`src/rtl/tick_pkg.sv`:
```
// Shared definitions for the multi-channel edge-to-tick generator: edge-mode and
// channel-state encodings plus the counter sizing helper.
package tick_pkg;

   // Per-channel edge selection, two bits per channel on the mode bus
   typedef enum logic [1:0] {
      MODE_OFF  = 2'b00,
      MODE_RISE = 2'b01,
      MODE_FALL = 2'b10,
      MODE_BOTH = 2'b11
   } tickMode_t;

   // Channel life cycle: waiting for an edge, driving the tick, dead time
   typedef enum logic [1:0] {
      ST_IDLE  = 2'b00,
      ST_PULSE = 2'b01,
      ST_HOLD  = 2'b10
   } tickState_t;

   // One counter serves both the pulse and the holdoff phase, so it is
   // sized for whichever of the two is longer.
   function automatic int cntWidth(input int pulseW, input int holdoff);
      int maxCount;
      maxCount = (pulseW > holdoff) ? pulseW : holdoff;
      return $clog2(maxCount + 1);
   endfunction

endpackage

```
`src/rtl/tick_channel.sv`:
```
// One channel of the tick generator: optional input synchronizer (TICK_SYNC_EN),
// edge detect, pulse/holdoff FSM with shared down-counter, and sticky overrun flag.
module tick_channel
   import tick_pkg::*;
#(
   parameter int PULSE_W = 1,
   parameter int HOLDOFF = 0
)
(
   input  logic       clk,
   input  logic       reset,
   input  logic       level,
   input  logic [1:0] mode,
   input  logic       clrOvr,
   output logic       tick,
   output logic       ovr
);

   localparam int CNT_W = cntWidth(PULSE_W, HOLDOFF);
   localparam logic [CNT_W-1:0] PULSE_LOAD = CNT_W'(PULSE_W - 1);
   localparam logic [CNT_W-1:0] HOLD_LOAD  = (HOLDOFF > 0) ? CNT_W'(HOLDOFF - 1) : '0;
   localparam bit HAS_HOLD = (HOLDOFF > 0);

   logic             sample;
   logic             sampleQ;
   logic             riseEdge;
   logic             fallEdge;
   logic             qualEdge;
   logic             armed;
   logic             accept;
   logic             lost;
   tickMode_t        edgeMode;
   tickState_t       state;
   tickState_t       stateNext;
   logic [CNT_W-1:0] cnt;
   logic [CNT_W-1:0] cntNext;

`ifdef TICK_SYNC_EN
   logic syncA;
   logic syncB;

   // Two-flop synchronizer so an asynchronous level can be fed in safely;
   // both stages clear on reset, which is why a level held high through
   // reset shows up as a rise two cycles later than in the direct build.
   always_ff @(posedge clk or posedge reset) begin
      if (reset) begin
         syncA <= 1'b0;
         syncB <= 1'b0;
      end else begin
         syncA <= level;
         syncB <= syncA;
      end
   end

   assign sample = syncB;
`else
   assign sample = level;
`endif

   // Previous sample tracks the input in every state, including while the
   // channel is busy or switched off, so a re-enabled channel never sees a
   // stale edge. Clearing it on reset makes a high input look like a rise.
   always_ff @(posedge clk or posedge reset) begin
      if (reset) begin
         sampleQ <= 1'b0;
      end else begin
         sampleQ <= sample;
      end
   end

   assign riseEdge = sample & ~sampleQ;
   assign fallEdge = ~sample & sampleQ;
   assign edgeMode = tickMode_t'(mode);

   // Decide whether the current edge is one this channel cares about
   always_comb begin
      qualEdge = 1'b0;
      case (edgeMode)
         MODE_RISE: qualEdge = riseEdge;
         MODE_FALL: qualEdge = fallEdge;
         MODE_BOTH: qualEdge = riseEdge | fallEdge;
         default:   qualEdge = 1'b0;
      endcase
   end

   // The channel is ready for a new edge when idle, and also on the very
   // cycle it would otherwise return to idle; that keeps the minimum event
   // spacing at PULSE_W + HOLDOFF, so single-cycle ticks can run back to back.
   // Anything qualifying outside that window is dropped and counts as overrun.
   assign armed  = (state == ST_IDLE) ||
                   ((cnt == '0) && ((state == ST_HOLD) || ((state == ST_PULSE) && !HAS_HOLD)));
   assign accept = qualEdge & armed;
   assign lost   = qualEdge & ~armed;

   // Next-state logic: an accepted edge always (re)starts the pulse, otherwise
   // the counter walks the pulse and holdoff phases down to idle.
   always_comb begin
      stateNext = state;
      cntNext   = cnt;
      if (accept) begin
         stateNext = ST_PULSE;
         cntNext   = PULSE_LOAD;
      end else begin
         case (state)
            ST_IDLE: begin
               stateNext = ST_IDLE;
            end
            ST_PULSE: begin
               if (cnt == '0) begin
                  if (HAS_HOLD) begin
                     stateNext = ST_HOLD;
                     cntNext   = HOLD_LOAD;
                  end else begin
                     stateNext = ST_IDLE;
                  end
               end else begin
                  cntNext = cnt - CNT_W'(1);
               end
            end
            ST_HOLD: begin
               if (cnt == '0) begin
                  stateNext = ST_IDLE;
               end else begin
                  cntNext = cnt - CNT_W'(1);
               end
            end
            default: begin
               stateNext = ST_IDLE;
               cntNext   = '0;
            end
         endcase
      end
   end

   // State and counter registers; reset abandons any pulse in flight
   always_ff @(posedge clk or posedge reset) begin
      if (reset) begin
         state <= ST_IDLE;
         cnt   <= '0;
      end else begin
         state <= stateNext;
         cnt   <= cntNext;
      end
   end

   // Sticky overrun: a lost edge wins over a simultaneous clear so that no
   // overrun can slip through unreported.
   always_ff @(posedge clk or posedge reset) begin
      if (reset) begin
         ovr <= 1'b0;
      end else if (lost) begin
         ovr <= 1'b1;
      end else if (clrOvr) begin
         ovr <= 1'b0;
      end
   end

   assign tick = (state == ST_PULSE);

endmodule

```
`src/rtl/multi_channel_tick.sv`:
```
// N-channel edge-to-tick generator: slices the level and mode buses and builds
// one tick_channel per bit. Define TICK_SYNC_EN to add input synchronizers.
module multi_channel_tick
   import tick_pkg::*;
#(
   parameter int N_CH    = 4,
   parameter int PULSE_W = 1,
   parameter int HOLDOFF = 0
)
(
   input  logic              clk,
   input  logic              reset,
   input  logic [N_CH-1:0]   in,
   input  logic [2*N_CH-1:0] mode,
   input  logic              clr_ovr,
   output logic [N_CH-1:0]   tick,
   output logic [N_CH-1:0]   ovr
);

   // Channels are fully independent; only the overrun clear is shared
   for (genvar i = 0; i < N_CH; i++) begin : gChannel
      tick_channel #(
         .PULSE_W (PULSE_W),
         .HOLDOFF (HOLDOFF)
      ) uChannel (
         .clk    (clk),
         .reset  (reset),
         .level  (in[i]),
         .mode   (mode[2*i +: 2]),
         .clrOvr (clr_ovr),
         .tick   (tick[i]),
         .ovr    (ovr[i])
      );
   end

endmodule

```
`config.mk`:
```
export PLATFORM = sky130hd
export DESIGN_NAME = multi_channel_tick
export DESIGN_NICKNAME = d
export VERILOG_FILES = /design/src/rtl/tick_pkg.sv /design/src/rtl/tick_channel.sv /design/src/rtl/multi_channel_tick.sv
export SDC_FILE = /design/constraint.sdc
export NUM_CORES = 1
export LEC_CHECK = 0
export CORE_AREA = 2 2 39 41
export DETAILED_ROUTE_END_ITERATION = 8
export DIE_AREA = 0 0 41 43
export MAX_ROUTING_LAYER = met4
export PLACE_DENSITY = 0.74
export SLEW_MARGIN = 20
export SYNTH_ARGS = -nofsm -noshare
export SYNTH_HDL_FRONTEND = slang
export SYNTH_SLANG_ARGS = --single-unit
```
`constraint.sdc`:
```
create_clock -name clk -period 2.3 [get_ports clk]
set_input_delay 0.23 -clock clk [delete_from_list [all_inputs] [get_ports clk]]
set_output_delay 0.23 -clock clk [all_outputs]
set_load 0.05 [all_outputs]
```
==> metrics.csv, run 1 <==
metric;value;unit
worst_slack;0.709;ns
powerDensity;536;mW/mm²
place_area;638;µm²
io-pin-count;23;
setup_viol;0;
cts_setup_buffers;0;
hold_viol;0;
vias;347;
syn_to_final_growth;33.0;%
post_cts_resized;0;
layout.nets;93;
dieHeight;43;µm
grt_pass1_vias;284;
design_area;661;µm²
initial_utilization;35.9;%
post_cts_hold_buffer_count;0;
clk_pin_slew_worst_paths;0.05;ns
die_w;41;µm
diodes;0;
synth_area;497;µm²
finalNonFillerCells;84;
cp_slowest_cell;clkdlybuf4s50_1;
layout_min_cycle_time;1.59;ns
most-common-layout-cells;clkdlybuf4s50_1 (17), inv_1 (9), ha_1 (8), dfrtp_1 (8);
grt.overflow.total;0;
dp_hpwl;555;µm
cp.required;2.07;ns
cp-start-kind;flop;
post-route-period-util;69.2;%
crit_family;buffers and inverters;
wl_per_cell;7.70;µm
worstSetupEndpointType;output pin;
cts_root_buf;clkbuf_4;
p_leak;0.330;nW
finalPower;0.354;mW
antenna_found_initial;0;
io_buffers;17;
status;finished, final reports clean;
nFillCells;147;
grt_max_degree;9;
clock_skew;0.000155;ns
crit_fanout;1;
firstDrtPassIters;1;
pre_cts_ws;0.858;ns
drc;0;
drt_wl_total;647;µm
hold_class;primary input to asynchronous set/reset pin;
clock_path_buffers;2;
cts_tree;yes;
crit_arrival;1.36;ns
slew_viol_final;0;
syn_inst;53;
gp_congestion;0.565;
yosys_warnings;0;
grtUsageTotal;9.17;%
core;0.00138;mm²
via_per_inst;4.13;
placementRows;14;
finalSetupTns;0;ns
fin_util;47.7;%
clock_sinks;8;
max_cap_viol_count;0;
syn-mean-instance-area;9.37;µm²
worstPathCellList;clkdlybuf4s50_1;
dp_cells;81;
htreeDepth;1;
antenna_left;0;
drive_gt1_share;4.41;%
finalHoldWorstSlack;0.218;ns
die-area;0.00176;mm²
slowest_delay;0.79;ns
drt_iter0_markers;0;
worst-path-buf-inv;1;
ys_seq_area_share;40.3;%
final_common_cell;clkdlybuf4s50_1;
peakVddDrop;347;µV
synth.distinct_cells;10;
crit_type;flop to output pin;
synth-seq-cells;8;
rsz0062_at_grt;false;
worstSkewPairLatency;0.25;ns
cts_buffers;3;
fmax;628;MHz
grt_first_pass_wirelength;1040;µm
[registers in the layout, summed over array words and instances, names as in the netlist]
register,cells
gChannel.uChannel.sampleQ,4
gChannel.uChannel.state,4
[cell type report]
| type | count | area [µm²] | area share, % |
|---|---|---|---|
| inverters | 9 | 33.8 | 5.11 |
| repair buffers | 17 | 170 | 25.8 |
| well taps | 16 | 20.0 | 3.03 |
| flip-flops and latches | 8 | 200 | 30.3 |
| clock buffers | 3 | 22.5 | 3.41 |
| multi-input cells | 31 | 214 | 32.4 |
[worst paths after layout]
path / to / cells past startpoint / slack, ns / from
hold reg to reg: gChannel[2].uChannel.state[0] / 3 / 0.66 / gChannel[2].uChannel.sampleQ
setup reg to reg: gChannel[3].uChannel.state[0] / 4 / 1.30 / gChannel[3].uChannel.sampleQ
hold / removal: gChannel[1].uChannel.sampleQ / 2 / 0.22 / reset
max in group asynchronous: gChannel[3].uChannel.sampleQ / 2 / 1.86 / reset
setup / recovery: tick[2] / 1 / 0.71 / gChannel[2].uChannel.state[0]
min in group clk: gChannel[1].uChannel.sampleQ / 1 / 0.48 / in[1]
[cell usage after synthesis, drive strengths merged]
cell type  instances  area (µm²)
nor2b              6        37.5
dfrtp              8         200
o21ai              7        35.0
nand2              5        18.8
conb               1        3.75
o211ai             1        7.51
ha                 8         100
buf                8        60.1
inv                9        33.8
[kinds of logic (layout without fill, tap and decap cells)]
| family | after synthesis | in the layout | synth area share [%] |
|---|---|---|---|
| buffers and inverters | 17 | 29 | 18.9 |
| AND/OR/NAND/NOR | 11 | 11 | 11.3 |
| AO/OA/AOI/OAI | 8 | 8 | 8.56 |
| other | 1 | 4 | 0.755 |
| flip-flops | 8 | 8 | 40.3 |
| adder cells (fa/ha/maj) | 8 | 8 | 20.2 |
[metal layers]
metal	routed length [µm]	up-vias	track usage [%]
met2	303	17	12.8
met5	0	-	-
met4	0	0	2.00
met1	267	148	10.7
li1	-	182	-
met3	76	0	6.28
[report_power, final]
group	switching (mW)	internal, mW	total, mW	leakage, nW
sequential	0.00328	0.150	0.154	0.0984
combinational	0.0571	0.0405	0.0976	0.218
clock	0.0433	0.0594	0.103	0.0138
Note: power is estimated with default switching activity, not from simulation.
==> inputs of run 2 (changes only) <==
==> constraint.sdc (replaced) <==
create_clock -name clk -period 1.6 [get_ports clk]
set_input_delay 0.16 -clock clk [delete_from_list [all_inputs] [get_ports clk]]
set_output_delay 0.16 -clock clk [all_outputs]
set_load 0.05 [all_outputs]
==> run 2 against run 1 <==
  * Setup slack got worse by 0.62 ns
  * Count of clock-buffer cells in the layout unchanged
  * Global-route usage about the same
  * Routed wire length unchanged
==> metrics.csv, run 2 (synthesis gave the netlist of run 1 again) <==
metric;value;unit
grt_max_degree;9;
antenna_left;0;
die-area;0.00176;mm²
worstSkewPairLatency;0.25;ns
initial_utilization;35.9;%
drc;0;
crit_type;flop to output pin;
pwr-share-seq;43.3;%
p_leak;0.333;nW
via_per_inst;4.13;
swShare;29.7;%
hold_class;primary input to asynchronous set/reset pin;
clock_skew;0.0000876;ns
clock_sinks;8;
clock_path_buffers;2;
worst_slack;0.0849;ns
grt_first_pass_wirelength;1000;µm
clkPwrFrac;29.5;%
worstPathCellList;clkdlybuf4s50_1;
io_buffers;17;
grt_pass1_vias;286;
pre_cts_ws;0.215;ns
p_int;0.358;mW
finalSetupTns;0;ns
r2r_slack;0.59;ns
cp_slowest_cell;clkdlybuf4s50_1;
most-common-layout-cells;clkdlybuf4s50_1 (15), inv_1 (9), ha_1 (8), dfrtp_1 (8);
crit_fanout;1;
crit_family;buffers and inverters;
drive_gt1_share;7.35;%
vias;347;
status;finished, final reports clean;
crit_arrival;1.36;ns
die_w;41;µm
core;0.00138;mm²
post_cts_resized;0;
worstReg2RegStart;gChannel[3].uChannel.sampleQ;
design_area;656;µm²
final_common_cell;clkdlybuf4s50_1;
powerDensity;778;mW/mm²
hold_viol;0;
drt_wl_total;647;µm
place_area;633;µm²
rsz0062_at_grt;false;
cts_root_buf;clkbuf_4;
placementRows;14;
crit-reg2reg-capture;gChannel[3].uChannel.state[0];
cts_tree;yes;
wl_per_cell;7.70;µm
cp.required;1.44;ns
max_cap_viol_count;0;
syn_to_final_growth;32.0;%
layout_min_cycle_time;1.52;ns
post-route-period-util;94.7;%
firstDrtPassIters;1;
cp-start-kind;flop;
slew_viol_final;0;
antenna_found_initial;0;
p_sw;0.152;mW
cts_buffers;3;
htreeDepth;1;
clk_pin_slew_worst_paths;0.05;ns
dp_hpwl;552;µm
post_cts_hold_buffer_count;0;
gp_congestion;0.560;
cts_setup_buffers;0;
diodes;0;
largestRegisters;gChannel.uChannel.sampleQ: 4 flops, gChannel.uChannel.state: 4 flops;
slowest_delay;0.79;ns
grt.overflow.total;0;
layout.nets;93;
r2r_cells;4;
grtUsageTotal;9.18;%
dieHeight;43;µm
worst-path-buf-inv;1;
io-pin-count;23;
peakVddDrop;508;µV
fmax;660;MHz
setup_viol;0;
pwr-share-comb;27.2;%
worstSetupEndpointType;output pin;
drt_iter0_markers;0;
## run 2: cell count changes in the layout (fill, tap and decap cells not counted), sizes merged
| cell | previous run | this run |
|---|---|---|
| clkdlybuf4s50 | 17 | 15 |
| buf | 0 | 2 |
## run 2: how the worst max path moves through the flow
stage	from	end	slack, ns	cells after the start
2_1_floorplan	gChannel[1].uChannel.sampleQ	gChannel[1].uChannel.state[0]	0.65	4
3_3_place_gp	in[0]	gChannel[0].uChannel.state[0]	0.25	6
3_5_place_dp	in[3]	gChannel[3].uChannel.state[0]	0.21	6
4_1_cts	gChannel[3].uChannel.state[0]	tick[3]	0.07	1
5_1_grt	gChannel[0].uChannel.state[0]	tick[0]	0.04	1
6_report	gChannel[3].uChannel.state[0]	tick[3]	0.08	1
## run 2: power groups by stage
stage,clock (mW),sequential [mW],combinational (mW)
3_5_place_dp,0,0.225,0.140
2_1_floorplan,0,0.223,0.102
4_1_cts,0.164,0.221,0.141
5_1_grt,0.174,0.222,0.151
3_3_place_gp,0,0.224,0.138
6_report,0.151,0.221,0.139
## run 2: per-layer routing
layer | track usage (%) | vias up | share of wire, %
met4 | 2.00 | 0 | 0
met5 | - | - | 0
met2 | 12.5 | 17 | 44
met1 | 10.1 | 147 | 44
li1 | - | 183 | -
met3 | 7.85 | 0 | 12
## run 2: layout make-up
cell class | instances | area (µm²)
multi-input cells | 31 | 214
well taps | 16 | 20.0
clock buffers | 3 | 22.5
repair buffers | 17 | 165
flip-flops and latches | 8 | 200
inverters | 9 | 33.8
fillers | 155 | 728
## run 2: through the flow
step                      power [mW]  util [%]  cells  hold WS (ns)
after floorplan                0.325         -     56       -0.0243
after global placement         0.363      45.8     81         0.428
after detailed placement       0.365      45.8     81         0.429
after CTS                      0.525      47.4     84         0.150
after global routing           0.547      47.4     84         0.183
final                          0.510      47.4     84         0.148
==> inputs of run 3 (changes only) <==
--- a/config.mk
+++ b/config.mk
@@ -6,6 +6,7 @@
 export NUM_CORES = 1
 export LEC_CHECK = 0
 export CORE_AREA = 2 2 39 41
+export CTS_CLUSTER_DIAMETER = 30
 export DETAILED_ROUTE_END_ITERATION = 8
 export DIE_AREA = 0 0 41 43
 export MAX_ROUTING_LAYER = met4
==> results of run 3 <==
Same layout as run 2: the final DEF is identical, and so are final timing and power.
